File: src/rtl/memory_access_pkg.sv
// -----------------------------------------------------------------------------
// memory_access_pkg
// Shared definitions for the memory (_m) pipeline stage: writeback-source
// encodings (common with execute and writeback), the bus FSM state type and
// small decode helpers used when an instruction is captured from execute.
// -----------------------------------------------------------------------------
package memory_access_pkg;

  // Writeback source select, as produced by execute
  localparam logic [1:0] RD_SRC_ALU = 2'b00;
  localparam logic [1:0] RD_SRC_MEM = 2'b01;
  localparam logic [1:0] RD_SRC_PC  = 2'b10;

  typedef enum logic [1:0] {
    ST_IDLE = 2'd0,
    ST_REQ  = 2'd1,
    ST_RESP = 2'd2,
    ST_DONE = 2'd3
  } mem_state_e;

  // A store, or a register write that takes its value from memory
  function automatic logic is_mem_access(input logic       mem_write,
                                         input logic       rd_write,
                                         input logic [1:0] rd_src);
    return mem_write | (rd_write & (rd_src == RD_SRC_MEM));
  endfunction

  // Word accesses only: any set byte-offset bit is an error
  function automatic logic is_misaligned(input logic [1:0] addr_lsb);
    return addr_lsb != 2'b00;
  endfunction

endpackage

File: src/rtl/memory_access_if.sv
// -----------------------------------------------------------------------------
// memory_access_if
// Word-wide data-memory bus with req/gnt request handshake and rvalid return.
//   req    master->slave  request, held until gnt
//   we     master->slave  1 = store
//   addr   master->slave  word address
//   wdata  master->slave  store data
//   gnt    slave->master  request accepted this cycle
//   rvalid slave->master  load data valid (never in the same cycle as its gnt)
//   rdata  slave->master  load data
// -----------------------------------------------------------------------------
interface memory_access_if #(
  parameter int XLEN = 32
);
  logic            req;
  logic            we;
  logic [XLEN-1:0] addr;
  logic [XLEN-1:0] wdata;
  logic            gnt;
  logic            rvalid;
  logic [XLEN-1:0] rdata;

  modport master (output req, we, addr, wdata, input gnt, rvalid, rdata);
  modport slave  (input req, we, addr, wdata, output gnt, rvalid, rdata);
endinterface

File: src/rtl/memory_access_dmem_req_fsm.sv
// -----------------------------------------------------------------------------
// memory_access_dmem_req_fsm
// Bus sequencing for the memory stage: state register, kill bit, busy-cycle
// timeout counter and the registered bus request.
// Ports:
//   clk, rst        clock, asynchronous active-high reset
//   capture         the _m registers load from execute at this edge
//   flush           kill the instruction in _m
//   access_e        captured instruction performs a bus access
//   misaligned_e    captured address is not word aligned
//   store_m         instruction in _m is a store
//   gnt, rvalid     bus responses
//   busy            access outstanding (REQ or RESP), from registered state
//   req             registered bus request
//   kill            instruction in _m was flushed while its access drains
//   err             misaligned or timed-out access
//   load_rdata      load read_data_m from the bus at this edge
//   zero_rdata      clear read_data_m at this edge (timeout)
//   clr_m           clear all _m registers at this edge
// -----------------------------------------------------------------------------
module memory_access_dmem_req_fsm
  import memory_access_pkg::*;
#(
  parameter int unsigned TIMEOUT_CYC = 0
) (
  input  logic clk,
  input  logic rst,
  input  logic capture,
  input  logic flush,
  input  logic access_e,
  input  logic misaligned_e,
  input  logic store_m,
  input  logic gnt,
  input  logic rvalid,
  output logic busy,
  output logic req,
  output logic kill,
  output logic err,
  output logic load_rdata,
  output logic zero_rdata,
  output logic clr_m
);

  localparam logic        TO_EN   = (TIMEOUT_CYC != 0);
  // Counter value during the last permitted busy cycle
  localparam logic [31:0] TO_LAST = TO_EN ? (TIMEOUT_CYC - 32'd1) : 32'd0;

  mem_state_e  state, state_nxt;
  logic        kill_nxt;
  logic        err_nxt;
  logic [31:0] cnt, cnt_nxt;
  logic        req_q;
  logic        done;
  logic        kill_eff;

  always_comb begin
    state_nxt  = state;
    kill_nxt   = kill;
    err_nxt    = err;
    cnt_nxt    = cnt;
    load_rdata = 1'b0;
    zero_rdata = 1'b0;
    clr_m      = 1'b0;
    done       = 1'b0;
    kill_eff   = kill | flush;

    case (state)
      ST_IDLE, ST_DONE: begin
        if (flush) begin
          state_nxt = ST_IDLE;
          kill_nxt  = 1'b0;
          err_nxt   = 1'b0;
          clr_m     = 1'b1;
        end else if (capture) begin
          cnt_nxt   = '0;
          err_nxt   = 1'b0;
          state_nxt = ST_IDLE;
          if (access_e) begin
            if (misaligned_e) begin
              state_nxt = ST_DONE;
              err_nxt   = 1'b1;
            end else begin
              state_nxt = ST_REQ;
            end
          end
        end
      end

      ST_REQ, ST_RESP: begin
        cnt_nxt  = cnt + 32'd1;
        kill_nxt = kill_eff;
        if (state == ST_REQ) begin
          if (gnt) begin
            if (store_m) done = 1'b1;
            else         state_nxt = ST_RESP;
          end
        end else if (rvalid) begin
          load_rdata = 1'b1;
          done       = 1'b1;
        end

        // A bus event completing the access in the last cycle wins over the timeout
        if (!done && TO_EN && (cnt == TO_LAST)) begin
          done       = 1'b1;
          err_nxt    = 1'b1;
          zero_rdata = 1'b1;
        end

        // A flushed instruction retires straight to IDLE with its _m state wiped
        if (done) begin
          if (kill_eff) begin
            state_nxt = ST_IDLE;
            kill_nxt  = 1'b0;
            err_nxt   = 1'b0;
            clr_m     = 1'b1;
          end else begin
            state_nxt = ST_DONE;
          end
        end
      end

      default: state_nxt = ST_IDLE;
    endcase
  end

  always_ff @(posedge clk or posedge rst) begin
    if (rst) begin
      state <= ST_IDLE;
      kill  <= 1'b0;
      err   <= 1'b0;
      cnt   <= '0;
      req_q <= 1'b0;
    end else begin
      state <= state_nxt;
      kill  <= kill_nxt;
      err   <= err_nxt;
      cnt   <= cnt_nxt;
      req_q <= (state_nxt == ST_REQ);
    end
  end

  assign busy = (state == ST_REQ) || (state == ST_RESP);
  assign req  = req_q;

endmodule

File: src/rtl/memory_access.sv
// -----------------------------------------------------------------------------
// memory_access
// Memory (_m) pipeline stage. Registers the execute bundle, performs word
// loads/stores on the data bus and hands the results to writeback. alu_res_m
// is a plain register so it can be forwarded the cycle after capture.
// Ports:
//   clk, rst                 clock, asynchronous active-high reset
//   *_e                      execute-stage bundle
//   stall_m, flush_m         hazard controls (hold / kill the _m instruction)
//   busy_m                   bus access outstanding; hazard unit stalls on it
//   *_m                      registered copies to writeback (masked when killed)
//   read_data_m              load data, valid when busy_m=0
//   err_m                    misaligned or timed-out access
//   dmem                     data bus (master side)
// -----------------------------------------------------------------------------
module memory_access
  import memory_access_pkg::*;
#(
  parameter int          XLEN        = 32,
  parameter int unsigned TIMEOUT_CYC = 0
) (
  input  logic            clk,
  input  logic            rst,
  input  logic            pc_write_e,
  input  logic            rd_write_e,
  input  logic [1:0]      rd_write_src_e,
  input  logic            mem_write_e,
  input  logic [4:0]      rd_e,
  input  logic [XLEN-1:0] pc_e,
  input  logic [XLEN-1:0] alu_res_e,
  input  logic [XLEN-1:0] mem_data_e,
  input  logic            stall_m,
  input  logic            flush_m,
  output logic            busy_m,
  output logic            pc_write_m,
  output logic            rd_write_m,
  output logic [1:0]      rd_write_src_m,
  output logic [4:0]      rd_m,
  output logic [XLEN-1:0] pc_m,
  output logic [XLEN-1:0] alu_res_m,
  output logic [XLEN-1:0] read_data_m,
  output logic            err_m,
  memory_access_if.master dmem
);

  logic            pc_write_q;
  logic            rd_write_q;
  logic [1:0]      rd_write_src_q;
  logic            mem_write_q;
  logic [4:0]      rd_q;
  logic [XLEN-1:0] pc_q;
  logic [XLEN-1:0] alu_res_q;
  logic [XLEN-1:0] mem_data_q;
  logic [XLEN-1:0] read_data_q;

  logic capture;
  logic kill;
  logic err;
  logic load_rdata;
  logic zero_rdata;
  logic clr_m;

  assign capture = ~stall_m & ~flush_m;

  memory_access_dmem_req_fsm #(
    .TIMEOUT_CYC (TIMEOUT_CYC)
  ) u_fsm (
    .clk          (clk),
    .rst          (rst),
    .capture      (capture),
    .flush        (flush_m),
    .access_e     (is_mem_access(mem_write_e, rd_write_e, rd_write_src_e)),
    .misaligned_e (is_misaligned(alu_res_e[1:0])),
    .store_m      (mem_write_q),
    .gnt          (dmem.gnt),
    .rvalid       (dmem.rvalid),
    .busy         (busy_m),
    .req          (dmem.req),
    .kill         (kill),
    .err          (err),
    .load_rdata   (load_rdata),
    .zero_rdata   (zero_rdata),
    .clr_m        (clr_m)
  );

  // Execute -> memory stage registers
  always_ff @(posedge clk or posedge rst) begin
    if (rst) begin
      pc_write_q     <= 1'b0;
      rd_write_q     <= 1'b0;
      rd_write_src_q <= RD_SRC_ALU;
      mem_write_q    <= 1'b0;
      rd_q           <= '0;
      pc_q           <= '0;
      alu_res_q      <= '0;
      mem_data_q     <= '0;
      read_data_q    <= '0;
    end else if (clr_m) begin
      pc_write_q     <= 1'b0;
      rd_write_q     <= 1'b0;
      rd_write_src_q <= RD_SRC_ALU;
      mem_write_q    <= 1'b0;
      rd_q           <= '0;
      pc_q           <= '0;
      alu_res_q      <= '0;
      mem_data_q     <= '0;
      read_data_q    <= '0;
    end else begin
      if (capture) begin
        pc_write_q     <= pc_write_e;
        rd_write_q     <= rd_write_e;
        rd_write_src_q <= rd_write_src_e;
        mem_write_q    <= mem_write_e;
        rd_q           <= rd_e;
        pc_q           <= pc_e;
        alu_res_q      <= alu_res_e;
        mem_data_q     <= mem_data_e;
      end
      if (zero_rdata)      read_data_q <= '0;
      else if (load_rdata) read_data_q <= dmem.rdata;
    end
  end

  // A killed instruction must not write back, redirect the pc or raise an error
  assign pc_write_m     = pc_write_q & ~kill;
  assign rd_write_m     = rd_write_q & ~kill;
  assign err_m          = err & ~kill;
  assign rd_write_src_m = rd_write_src_q;
  assign rd_m           = rd_q;
  assign pc_m           = pc_q;
  assign alu_res_m      = alu_res_q;
  assign read_data_m    = read_data_q;

  // The _m registers are held by stall_m while busy, so the bus fields stay stable until gnt
  assign dmem.we    = mem_write_q;
  assign dmem.addr  = alu_res_q;
  assign dmem.wdata = mem_data_q;

endmodule

File: src/flat_wrapper.sv
// flat-port wrapper written by rule: the top's interface ports become plain ports
module memory_access_flat import memory_access_pkg::*;
#(
  parameter int          XLEN        = 32,
  parameter int unsigned TIMEOUT_CYC = 0
)
  (clk, rst, pc_write_e, rd_write_e, rd_write_src_e, mem_write_e, rd_e, pc_e, alu_res_e, mem_data_e, stall_m, flush_m, busy_m, pc_write_m, rd_write_m, rd_write_src_m, rd_m, pc_m, alu_res_m, read_data_m, err_m, dmem_req, dmem_we, dmem_addr, dmem_wdata, dmem_gnt, dmem_rvalid, dmem_rdata);
  memory_access_if #(.XLEN(XLEN)) dmem_i ();
  input  logic clk;
  input  logic rst;
  input  logic pc_write_e;
  input  logic rd_write_e;
  input  logic [1:0] rd_write_src_e;
  input  logic mem_write_e;
  input  logic [4:0] rd_e;
  input  logic [XLEN-1:0] pc_e;
  input  logic [XLEN-1:0] alu_res_e;
  input  logic [XLEN-1:0] mem_data_e;
  input  logic stall_m;
  input  logic flush_m;
  output logic busy_m;
  output logic pc_write_m;
  output logic rd_write_m;
  output logic [1:0] rd_write_src_m;
  output logic [4:0] rd_m;
  output logic [XLEN-1:0] pc_m;
  output logic [XLEN-1:0] alu_res_m;
  output logic [XLEN-1:0] read_data_m;
  output logic err_m;
  output wire logic [$bits(dmem_i.req)-1:0] dmem_req;
  output wire logic [$bits(dmem_i.we)-1:0] dmem_we;
  output wire logic [$bits(dmem_i.addr)-1:0] dmem_addr;
  output wire logic [$bits(dmem_i.wdata)-1:0] dmem_wdata;
  input wire logic [$bits(dmem_i.gnt)-1:0] dmem_gnt;
  input wire logic [$bits(dmem_i.rvalid)-1:0] dmem_rvalid;
  input wire logic [$bits(dmem_i.rdata)-1:0] dmem_rdata;
  assign dmem_req = dmem_i.req;
  assign dmem_we = dmem_i.we;
  assign dmem_addr = dmem_i.addr;
  assign dmem_wdata = dmem_i.wdata;
  assign dmem_i.gnt = dmem_gnt;
  assign dmem_i.rvalid = dmem_rvalid;
  assign dmem_i.rdata = dmem_rdata;
  memory_access #(.XLEN(XLEN), .TIMEOUT_CYC(TIMEOUT_CYC)) u_core (.clk(clk), .rst(rst), .pc_write_e(pc_write_e), .rd_write_e(rd_write_e), .rd_write_src_e(rd_write_src_e), .mem_write_e(mem_write_e), .rd_e(rd_e), .pc_e(pc_e), .alu_res_e(alu_res_e), .mem_data_e(mem_data_e), .stall_m(stall_m), .flush_m(flush_m), .busy_m(busy_m), .pc_write_m(pc_write_m), .rd_write_m(rd_write_m), .rd_write_src_m(rd_write_src_m), .rd_m(rd_m), .pc_m(pc_m), .alu_res_m(alu_res_m), .read_data_m(read_data_m), .err_m(err_m), .dmem(dmem_i));
endmodule
File: config.mk
export PLATFORM = sky130hd
export DESIGN_NAME = memory_access_flat
export DESIGN_NICKNAME = d
export VERILOG_FILES = /design/src/rtl/memory_access_pkg.sv /design/src/rtl/memory_access_if.sv /design/src/rtl/memory_access_dmem_req_fsm.sv /design/src/rtl/memory_access.sv /design/src/flat_wrapper.sv
export SDC_FILE = /design/constraint.sdc
export NUM_CORES = 1
export LEC_CHECK = 0
export CAP_MARGIN = 20
export CORE_AREA = 2 2 135 137
export DETAILED_ROUTE_END_ITERATION = 10
export DIE_AREA = 0 0 137 139
export HOLD_SLACK_MARGIN = 0.05
export PLACE_DENSITY = 0.85
export SYNTH_ARGS = -nofsm -noshare
export SYNTH_HDL_FRONTEND = slang
export SYNTH_SLANG_ARGS = --single-unit
File: constraint.sdc
create_clock -name clk -period 4.9 [get_ports clk]
set_input_delay 0.98 -clock clk [delete_from_list [all_inputs] [get_ports clk]]
set_output_delay 0.98 -clock clk [all_outputs]
set_load 0.005 [all_outputs]
==> results.toml, run 1 <==
[status]
run_status = "finished, final reports clean"

[finish]
multi_input_area_um2 = 2310
post-route-util_pct = 56.9
design.final.nets = 1086
sequential_cell_area_um2 = 3580
syn2layout_area_growth_pct = 56.1
final.fill_count = 1522
stdcell_count = 1183
drive_above_1_share_pct = 14.7
antenna_cells = 0

[synth]
synth_top_flop_cell = "sky130_fd_sc_hd__dfrtp_1"
synth-edff-count = 0
syn_avg_cell_area_um2 = 9.58
synthesized_netlist_net_count = 817
async_reset_ff_share_pct = 100
synth.lib_cells_used.distinct = 29
number_of_synthesized_register_bits = 143
seq_area_frac_synth_pct = 55.6
yosys_warnings = 0
syn_area_um2 = 6430
synth_cells = 672

[detailed_routing]
detailed_route_vias_per_instance = 4.71
dr_total_vias = 5569
postRouteAntennaNets = 0
dr.pass1.iters = 5
drt_wl_total_um = 18600
drc = 0
post_drt_wl_per_cell_um = 15.8
detailedRoute.firstIterationViolations = 333

[power_and_ir_drop]
power_density_nw_per_um2 = 461
net-switching-power_mw = 1.51
power.sequential.fraction_pct = 35.3
power.share.switching_pct = 32.6
cellInternalPower_mw = 3.12
comb_power_share_pct = 37.6
power_frac_clock_pct = 27.1
vdd_ir_drop_max_v = 0.000230
total_leakage_power_nw = 4.04

[floorplan]
fp.coreArea_um2 = 17700
row_count = 49
die_width_um = 137
fp.dieH_um = 139
dieArea_um2 = 19000
floorplan.io_pins = 317
initial_utilization_pct = 36.4

[min_path]
timing.hold.worst.class = "reg -> reg"
worst_hold_startpoint = "u_core.pc_m[2]"
timing.hold.worst_endpoint = "u_core.pc_m[2]"
min_delay_path_depth = 2

[placed_design]
detailed_place_hpwl_um = 13100
io_buffer_count = 316
globalplace.congestion = 0.823
place_inst = 1151

[grt]
maximum_number_of_pins_on_one_net_before_global_route_repair = 79
global_route_wire_length_before_repair_um = 29400
groute.usage.overall_pct = 19.7
number_of_global_route_vias_before_repair = 5663
gr-total-overflow = 0
initial_antenna_violation_count = 0

[clock_network]
insertion_delay_ns = 0.42
clock_tree.htree_level_count = 4
clock_sink_count = 143
tritoncts = "yes"
cts_buffers = 17
clk_transition_reported_paths_ns = 0.06
postCtsSetupBuffers = 0
clockBufferDepth = 2
post_cts_resize_count = 0
ctsHoldBuffers = 0
root_buffer = "sky130_fd_sc_hd__clkbuf_16"

[critical_path]
critPathMaxFanout = 7
rr_endpoint = "u_core.alu_res_m[5]"
timing.reg2reg.worst_path_depth = 6
crit_type = "reg -> out"
setup.reg_to_reg.worst_slack_ns = 2.48
timing.critical_path.from_type = "flip-flop"
critical_path_arrival_ns = 2.01
reg2reg_launch_point = "u_core.u_fsm.state[1]"
cp.required_ns = 3.92
crit_path_end_kind = "output pin"

[timing]
slew-limit-headroom_pct = 54.9
post-route-period-util_pct = 61.0
unrepaired_setup_endpoints_after_global_routing = "false"
layout_min_cycle_time_ns = 2.99
finClkSkew_ns = 0.00822
final-max-slew-violation-count = 0
totalNegativeSetupSlack_ns = 0
report.final.hold_viol_count = 0
worstMarginPinSlew_ns = 0.677
max_freq_ghz = 0.335
setup_violations = 0

[job]
max-cap-violations = 0
kinds of logic after synthesis:
kind of cell / synth area share, %
buffers and inverters: 8.79
flip-flops: 55.6
AO/OA/AOI/OAI: 17.0
AND/OR/NAND/NOR: 18.2
multiplexers: 0.175
adder cells (fa/ha/maj): 0.194
Yosys cell counts (all sizes together) (2+ instances only):
master | n | area (um2)
nand2 | 277 | 1040
dfrtp | 143 | 3580
a21oi | 139 | 1030
buf | 66 | 513
clkbuf | 10 | 37.5
nor2 | 7 | 28.8
nand3 | 5 | 25.0
inv | 4 | 15.0
nor2b | 4 | 25.0
nand2b | 3 | 21.3
a31oi | 2 | 12.5
routing by layer:
metal	vias to the layer above	wire length, um	GRT usage (%)
li1	2667	-	-
met1	2645	7500	23.6
met2	215	9390	33.1
met3	42	1150	4.90
met4	0	605	9.22
met5	-	0	0
layout make-up:
cell class                      count  area share (%)
Timing Repair Buffer              326            32.7
Clock inverter                     14            1.39
Tap cell                          229            2.85
Sequential cell                   143            35.6
Clock buffer                       18            4.27
Multi-Input combinational cell    449            23.0
Inverter                            4           0.199
flip-flops by register name, summed over array words and instances (netlist names):
| signal | flops |
|---|---|
| u_core.read_data_m | 32 |
| u_core.pc_write_q | 1 |
| u_core.u_fsm.state | 2 |
| u_core.pc_m | 32 |
| u_core.u_fsm.err | 1 |
| u_core.dmem.we | 1 |
| u_core.alu_res_m | 32 |
| u_core.rd_write_src_m | 2 |
| u_core.u_fsm.kill | 1 |
| u_core.rd_write_q | 1 |
| u_core.u_fsm.req | 1 |
| u_core.rd_m | 5 |
| u_core.dmem.wdata | 32 |
power by group through the flow:
stage / Clock [mW] / Combinational (mW) / Sequential (mW)
after floorplan: 0 / 0.895 / 1.65
after detailed placement: 0 / 1.76 / 1.65
after global placement: 0 / 1.70 / 1.65
after CTS: 1.28 / 1.76 / 1.64
final: 1.26 / 1.74 / 1.63
after global routing: 1.34 / 1.89 / 1.67
metrics by stage:
stage | setup slack (ns) | hold WS (ns) | instance area (um2) | power, mW
floorplan | 0.0821 | 0.504 | 6430 | 2.55
global placement | 1.89 | 0.510 | 9450 | 3.35
detailed placement | 1.83 | 0.514 | 9480 | 3.41
CTS | 1.88 | 0.523 | 10000 | 4.68
global route | 1.79 | 0.530 | 10000 | 4.89
finish | 1.91 | 0.518 | 10000 | 4.63
critical path, cell delays in order, from the launching register on:
cell and delay [ns]:
sky130_fd_sc_hd__dfrtp_1 0.37, sky130_fd_sc_hd__inv_1 0.07, sky130_fd_sc_hd__ha_1 0.38, sky130_fd_sc_hd__inv_1 0.20
sky130_fd_sc_hd__clkdlybuf4s50_1 0.58
worst max path at each step:
| stage | from | endpoint | slack (ns) | cells after the start |
|---|---|---|---|---|
| 2_1_floorplan | rst | u_core.alu_res_m[0] | 0.08 | 1 |
| 3_3_place_gp | dmem_gnt | u_core.alu_res_m[10] | 1.89 | 6 |
| 3_5_place_dp | dmem_gnt | u_core.alu_res_m[5] | 1.83 | 6 |
| 4_1_cts | u_core.u_fsm.state[1] | busy_m | 1.88 | 4 |
| 5_1_grt | u_core.u_fsm.state[1] | busy_m | 1.79 | 4 |
| 6_report | u_core.u_fsm.state[1] | busy_m | 1.91 | 4 |
cells in the final DEF (no fill, tap or decap), types with 2 or more instances in the layout:
cell type / n
sky130_fd_sc_hd__clkdlybuf4s50_1: 316
sky130_fd_sc_hd__nand2_1: 276
sky130_fd_sc_hd__dfrtp_1: 143
sky130_fd_sc_hd__a21oi_2: 90
sky130_fd_sc_hd__a21oi_1: 49
sky130_fd_sc_hd__clkbuf_16: 17
sky130_fd_sc_hd__buf_4: 7
sky130_fd_sc_hd__clkinv_2: 6
sky130_fd_sc_hd__nand3_1: 5
sky130_fd_sc_hd__nor2_1: 5
sky130_fd_sc_hd__nor2b_1: 4
sky130_fd_sc_hd__inv_1: 3
sky130_fd_sc_hd__inv_6: 3
sky130_fd_sc_hd__nand2b_1: 2
sky130_fd_sc_hd__a31oi_1: 2
sky130_fd_sc_hd__bufinv_16: 2
sky130_fd_sc_hd__clkinv_4: 2
sky130_fd_sc_hd__clkinvlp_4: 2
sky130_fd_sc_hd__buf_12: 2
Power figures use the tool's default switching activity.
==> run 2, diff against run 1 <==
==> constraint.sdc (replaced) <==
create_clock -name clk -period 2.54 [get_ports clk]
set_input_delay 0.508 -clock clk [delete_from_list [all_inputs] [get_ports clk]]
set_output_delay 0.508 -clock clk [all_outputs]
set_load 0.005 [all_outputs]
==> results.toml, run 2 (synthesis results as in run 1) <==
[floorplan]
initial_utilization_pct = 36.4
fp.coreArea_um2 = 17700
dieArea_um2 = 19000
die_width_um = 137
floorplan.io_pins = 317
row_count = 49
fp.dieH_um = 139

[timing]
layout_min_cycle_time_ns = 2.39
setup_violations = 0
worstMarginPinSlew_ns = 0.474
unrepaired_setup_endpoints_after_global_routing = "false"
totalNegativeSetupSlack_ns = 0
finClkSkew_ns = 0.00953
max_freq_ghz = 0.418
report.final.hold_viol_count = 0
worst_hold_slack_ns = 0.427
slew-limit-headroom_pct = 68.4
final-max-slew-violation-count = 0
post-route-period-util_pct = 94.3

[critical_path]
crit_type = "reg -> out"
timing.reg2reg.worst_path_depth = 6
rr_endpoint = "u_core.pc_m[24]"
reg2reg_launch_point = "u_core.u_fsm.state[1]"
crit_path_end_kind = "output pin"
critical_path_arrival_ns = 1.89
crit_chain = "inv_1, ha_2, inv_2, clkdlybuf4s50_1"
critPathMaxStageDelay_ns = 0.56
critPathMaxFanout = 7
critical_path.slowest_cell = "sky130_fd_sc_hd__clkdlybuf4s50_1"
timing.critical_path.from_type = "flip-flop"
cp.required_ns = 2.03
setup.reg_to_reg.worst_slack_ns = 0.65

[detailed_routing]
detailed_route_vias_per_instance = 4.73
postRouteAntennaNets = 0
drt_wl_total_um = 18500
dr.pass1.iters = 4
detailedRoute.firstIterationViolations = 302
drc = 0
dr_total_vias = 5609
post_drt_wl_per_cell_um = 15.6

[clock_network]
clk_transition_reported_paths_ns = 0.06
insertion_delay_ns = 0.41
root_buffer = "sky130_fd_sc_hd__clkbuf_16"
cts_buffers = 17
clock_sink_count = 143
clockBufferDepth = 2
tritoncts = "yes"
clock_tree.htree_level_count = 4
postCtsSetupBuffers = 0

[grt]
initial_antenna_violation_count = 0
gr-total-overflow = 0
global_route_wire_length_before_repair_um = 29000
number_of_global_route_vias_before_repair = 5668
maximum_number_of_pins_on_one_net_before_global_route_repair = 67
groute.usage.overall_pct = 19.4

[finish]
sequential_cell_area_um2 = 3580
most_frequent_cells_in_the_layout = "sky130_fd_sc_hd__clkdlybuf4s50_1 (316), sky130_fd_sc_hd__nand2_1 (276), sky130_fd_sc_hd__dfrtp_1 (143)"
syn2layout_area_growth_pct = 56.9
antenna_cells = 0
design.final.nets = 1088
final.fill_count = 1537
most_common_library_cell_in_the_layout_ignoring_fill_and_taps = "sky130_fd_sc_hd__clkdlybuf4s50_1"
drive_above_1_share_pct = 15.1
multi_input_area_um2 = 2310

[job]
max-cap-violations = 0

[placed_design]
globalplace.congestion = 0.769
detailed_place_hpwl_um = 12900
io_buffer_count = 316

[power_and_ir_drop]
vdd_ir_drop_max_v = 0.000462
total_leakage_power_nw = 4.04
power_density_nw_per_um2 = 885

[status]
run_status = "finished, final reports clean"

[min_path]
timing.hold.worst.class = "in -> async"
==> run 2: cell types whose count changed in the layout (fill, tap and decap cells not counted), sizes merged <==
cell	previous run	this run
clkinvlp	2	4
inv	6	5
clkinv	8	7
buf	10	12
==> run 2: timing repair <==
item	in CTS	in global routing
hold buffers	0	0
setup endpoints to repair	1	1
resized for setup	1	1
endpoints found under the hold margin	0	0
==> run 2: per-layer routing <==
layer  vias up  share of wire (%)  wire [um]  GRT usage, %
met3        45                7.1       1320          5.30
met2       211                 49       9100          32.2
li1       2667                  -          -             -
met5         -                  0          0             0
met1      2686                 40       7480          23.5
met4         0                3.2        592          8.63
==> run 2: power breakdown <==
group / switching (mW) / internal (mW)
logic: 1.58 / 1.77
clock network: 0.988 / 1.45
registers: 0.327 / 2.82
==> run 2: final cells by class <==
class	count	area share [%]
Sequential cell	143	35.4
Timing Repair Buffer	328	33.0
Clock buffer	18	4.25
Multi-Input combinational cell	449	22.9
Clock inverter	14	1.41
Tap cell	229	2.84
Inverter	4	0.186
==> run 2: worst max path at each step <==
stage | start | to
detailed placement | stall_m | u_core.dmem.wdata[19]
global placement | stall_m | u_core.alu_res_m[23]
global route | u_core.u_fsm.state[1] | busy_m
finish | u_core.u_fsm.state[1] | busy_m
CTS | u_core.u_fsm.state[0] | busy_m
floorplan | rst | u_core.alu_res_m[0]
==> run 2: metrics by stage <==
step | cells | util (%) | total power [mW] | worst slack, ns | area (um2)
floorplan | 672 | - | 4.92 | 0.241 | 6440
global placement | 1153 | 53.9 | 6.50 | 0.422 | 9520
detailed placement | 1153 | 53.9 | 6.58 | 0.342 | 9520
CTS | 1185 | 57.2 | 9.06 | 0.0409 | 10100
global route | 1185 | 57.2 | 9.48 | 0.0167 | 10100
finish | 1185 | 57.2 | 8.93 | 0.146 | 10100
==> run 2: worst max-delay path: cells and delay by family, from the launching register on <==
| kind | cells | cell delay, ns |
|---|---|---|
| fa+ha+maj | 1 | 0.32 |
| flops | 1 | 0.40 |
| buf+inv | 3 | 0.76 |
==> run 3, diff against run 2 <==
--- a/config.mk
+++ b/config.mk
@@ -6,11 +6,11 @@
 export NUM_CORES = 1
 export LEC_CHECK = 0
 export CAP_MARGIN = 20
-export CORE_AREA = 2 2 135 137
+export CORE_AREA = 2 2 115 162
 export DETAILED_ROUTE_END_ITERATION = 10
-export DIE_AREA = 0 0 137 139
+export DIE_AREA = 0 0 117 164
 export HOLD_SLACK_MARGIN = 0.05
-export PLACE_DENSITY = 0.85
+export PLACE_DENSITY = 0.84
 export SYNTH_ARGS = -nofsm -noshare
 export SYNTH_HDL_FRONTEND = slang
 export SYNTH_SLANG_ARGS = --single-unit
==> results.toml, run 3 (synthesis results as in run 1) <==
[timing]
setup_violations = 0
final_critical_path_setup_slack_ns = 0.104
unrepaired_setup_endpoints_after_global_routing = "false"
worstMarginPinSlew_ns = 0.555
finClkSkew_ns = 0.00845
worst_hold_slack_ns = 0.521
post-route-period-util_pct = 95.9
slew-limit-headroom_pct = 62.9
totalNegativeSetupSlack_ns = 0
layout_min_cycle_time_ns = 2.44
final-max-slew-violation-count = 0
report.final.hold_viol_count = 0
max_freq_ghz = 0.411

[detailed_routing]
postRouteAntennaNets = 0
detailed_route_vias_per_instance = 4.73
wirelength_met1_um = 7460
drc = 0
detailedRoute.firstIterationViolations = 338
drt_wl_total_um = 19300
routed-wl-met2_um = 10200
routed.top_layer = "met5"
dr.pass1.iters = 5
post_drt_wl_per_cell_um = 16.0
dr_total_vias = 5701
met3RoutedLength_um = 1190

[power_and_ir_drop]
vdd_ir_drop_max_v = 0.000621
total_leakage_power_nw = 4.10
power_density_nw_per_um2 = 895

[critical_path]
critical_path_arrival_ns = 1.93
crit_type = "reg -> out"
critical_path_cell_count = 3
critPathTopFamily = "buffers and inverters"
timing.reg2reg.worst_path_depth = 5
critPathMaxFanout = 7
setup.reg_to_reg.worst_slack_ns = 0.59
crit_chain = "ha_1, inv_2, clkdlybuf4s50_1"
crit_end = "busy_m"
rr_endpoint = "u_core.pc_m[30]"
timing.critical_path.from_type = "flip-flop"
cp.required_ns = 2.03
critPathMaxStageDelay_ns = 0.54
reg2reg_launch_point = "u_core.u_fsm.state[0]"
critPathLaunch = "u_core.u_fsm.state[0]"
crit_path_end_kind = "output pin"
critical_path.slowest_cell = "sky130_fd_sc_hd__clkdlybuf4s50_1"
cp.buffers_inverters = 2

[clock_network]
tritoncts = "yes"
clockBufferDepth = 2
clock_tree.htree_level_count = 4
cts_buffers = 17
post_cts_resize_count = 0
root_buffer = "sky130_fd_sc_hd__clkbuf_16"
ctsHoldBuffers = 0
clk_transition_reported_paths_ns = 0.06
clock_sink_count = 143
insertion_delay_ns = 0.41
postCtsSetupBuffers = 0

[placed_design]
dpl-instance-area_um2 = 9630
io_buffer_count = 316
globalplace.congestion = 0.855
dpl_worst_slack_ns = 0.384
detailed_place_hpwl_um = 14000

[status]
run_status = "finished, final reports clean"

[finish]
antenna_cells = 0
most_common_library_cell_in_the_layout_ignoring_fill_and_taps = "sky130_fd_sc_hd__clkdlybuf4s50_1"
syn2layout_area_growth_pct = 58.8
drive_above_1_share_pct = 15.8
final.fill_count = 1452
stdcell_area_um2 = 10200
most_frequent_cells_in_the_layout = "sky130_fd_sc_hd__clkdlybuf4s50_1 (316), sky130_fd_sc_hd__nand2_1 (276), sky130_fd_sc_hd__dfrtp_1 (143)"
design.final.nets = 1097

[grt]
initial_antenna_violation_count = 1
groute.usage.overall_pct = 19.9
number_of_global_route_vias_before_repair = 5791
global_route_wire_length_before_repair_um = 29900
maximum_number_of_pins_on_one_net_before_global_route_repair = 107
gr-total-overflow = 0

[job]
max-cap-violations = 0

[floorplan]
initial_utilization_pct = 36.2
fp.dieH_um = 164
dieArea_um2 = 19200
floorplan.io_pins = 317
fp.coreArea_um2 = 17800
die_width_um = 117
row_count = 58

[min_path]
timing.hold.worst.class = "in -> async"
-- run 3: cell types whose count changed in the layout (fill, tap and decap cells not counted) --
| cell | change |
|---|---|
| sky130_fd_sc_hd__clkinvlp_4 | +1 |
| sky130_fd_sc_hd__clkbuf_8 | +2 |
| sky130_fd_sc_hd__ha_1 | +1 |
| sky130_fd_sc_hd__buf_12 | +2 |
| sky130_fd_sc_hd__clkinv_2 | -3 |
| sky130_fd_sc_hd__buf_4 | +7 |
| sky130_fd_sc_hd__ha_2 | -1 |
-- run 3: cell type report --
class                      instances  area, um2  share of cell area, %
clock inverter                    12        135                   1.32
tap                              240        300                   2.94
sequential                       143       3580                   35.0
inverter                           4       18.8                  0.184
timing repair buffer             337       3420                   33.5
multi-input combinational        449       2310                   22.6
clock buffer                      20        457                   4.47
-- run 3: where the power goes --
group / switching, mW / internal [mW]
combinational: 1.63 / 1.87
sequential: 0.352 / 2.82
clock: 0.977 / 1.50
total: 2.95 / 6.19
-- run 3: per-stage QoR --
stage / total power [mW] / instances / utilization [%]
2_1_floorplan: 4.92 / 672 / -
3_3_place_gp: 6.63 / 1173 / 54.2
3_5_place_dp: 6.72 / 1173 / 54.2
4_1_cts: 9.24 / 1205 / 57.5
5_1_grt: 9.66 / 1205 / 57.5
6_report: 9.15 / 1205 / 57.5
-- run 3: worst reg2reg max path, delay by kind of cell (launching register included) --
kind	cells	cell delay, ns
AO/OA/AOI/OAI	2	0.48
adder cells (fa/ha/maj)	1	0.42
buffers and inverters	1	0.29
flip-flops	1	0.40
AND/OR/NAND/NOR	1	0.24
-- run 3: metal layers --
metal,vias to the layer above,GRT usage (%)
li1,2691,-
met1,2765,23.9
met2,210,34.3
met3,33,4.46
met4,2,7.49
met5,-,0
-- run 3: worst min-delay path by stage --
stage | endpoint | from | slack (ns) | cells after the start
after global routing | u_core.pc_m[26] | u_core.pc_m[26] | 0.54 | 2
after CTS | u_core.pc_m[0] | rst | 0.52 | 2
after detailed placement | u_core.pc_m[1] | u_core.pc_m[1] | 0.52 | 2
after global placement | u_core.pc_m[28] | u_core.pc_m[28] | 0.51 | 2
final | u_core.pc_m[8] | rst | 0.52 | 2
after floorplan | u_core.u_fsm.err | u_core.u_fsm.err | 0.50 | 2
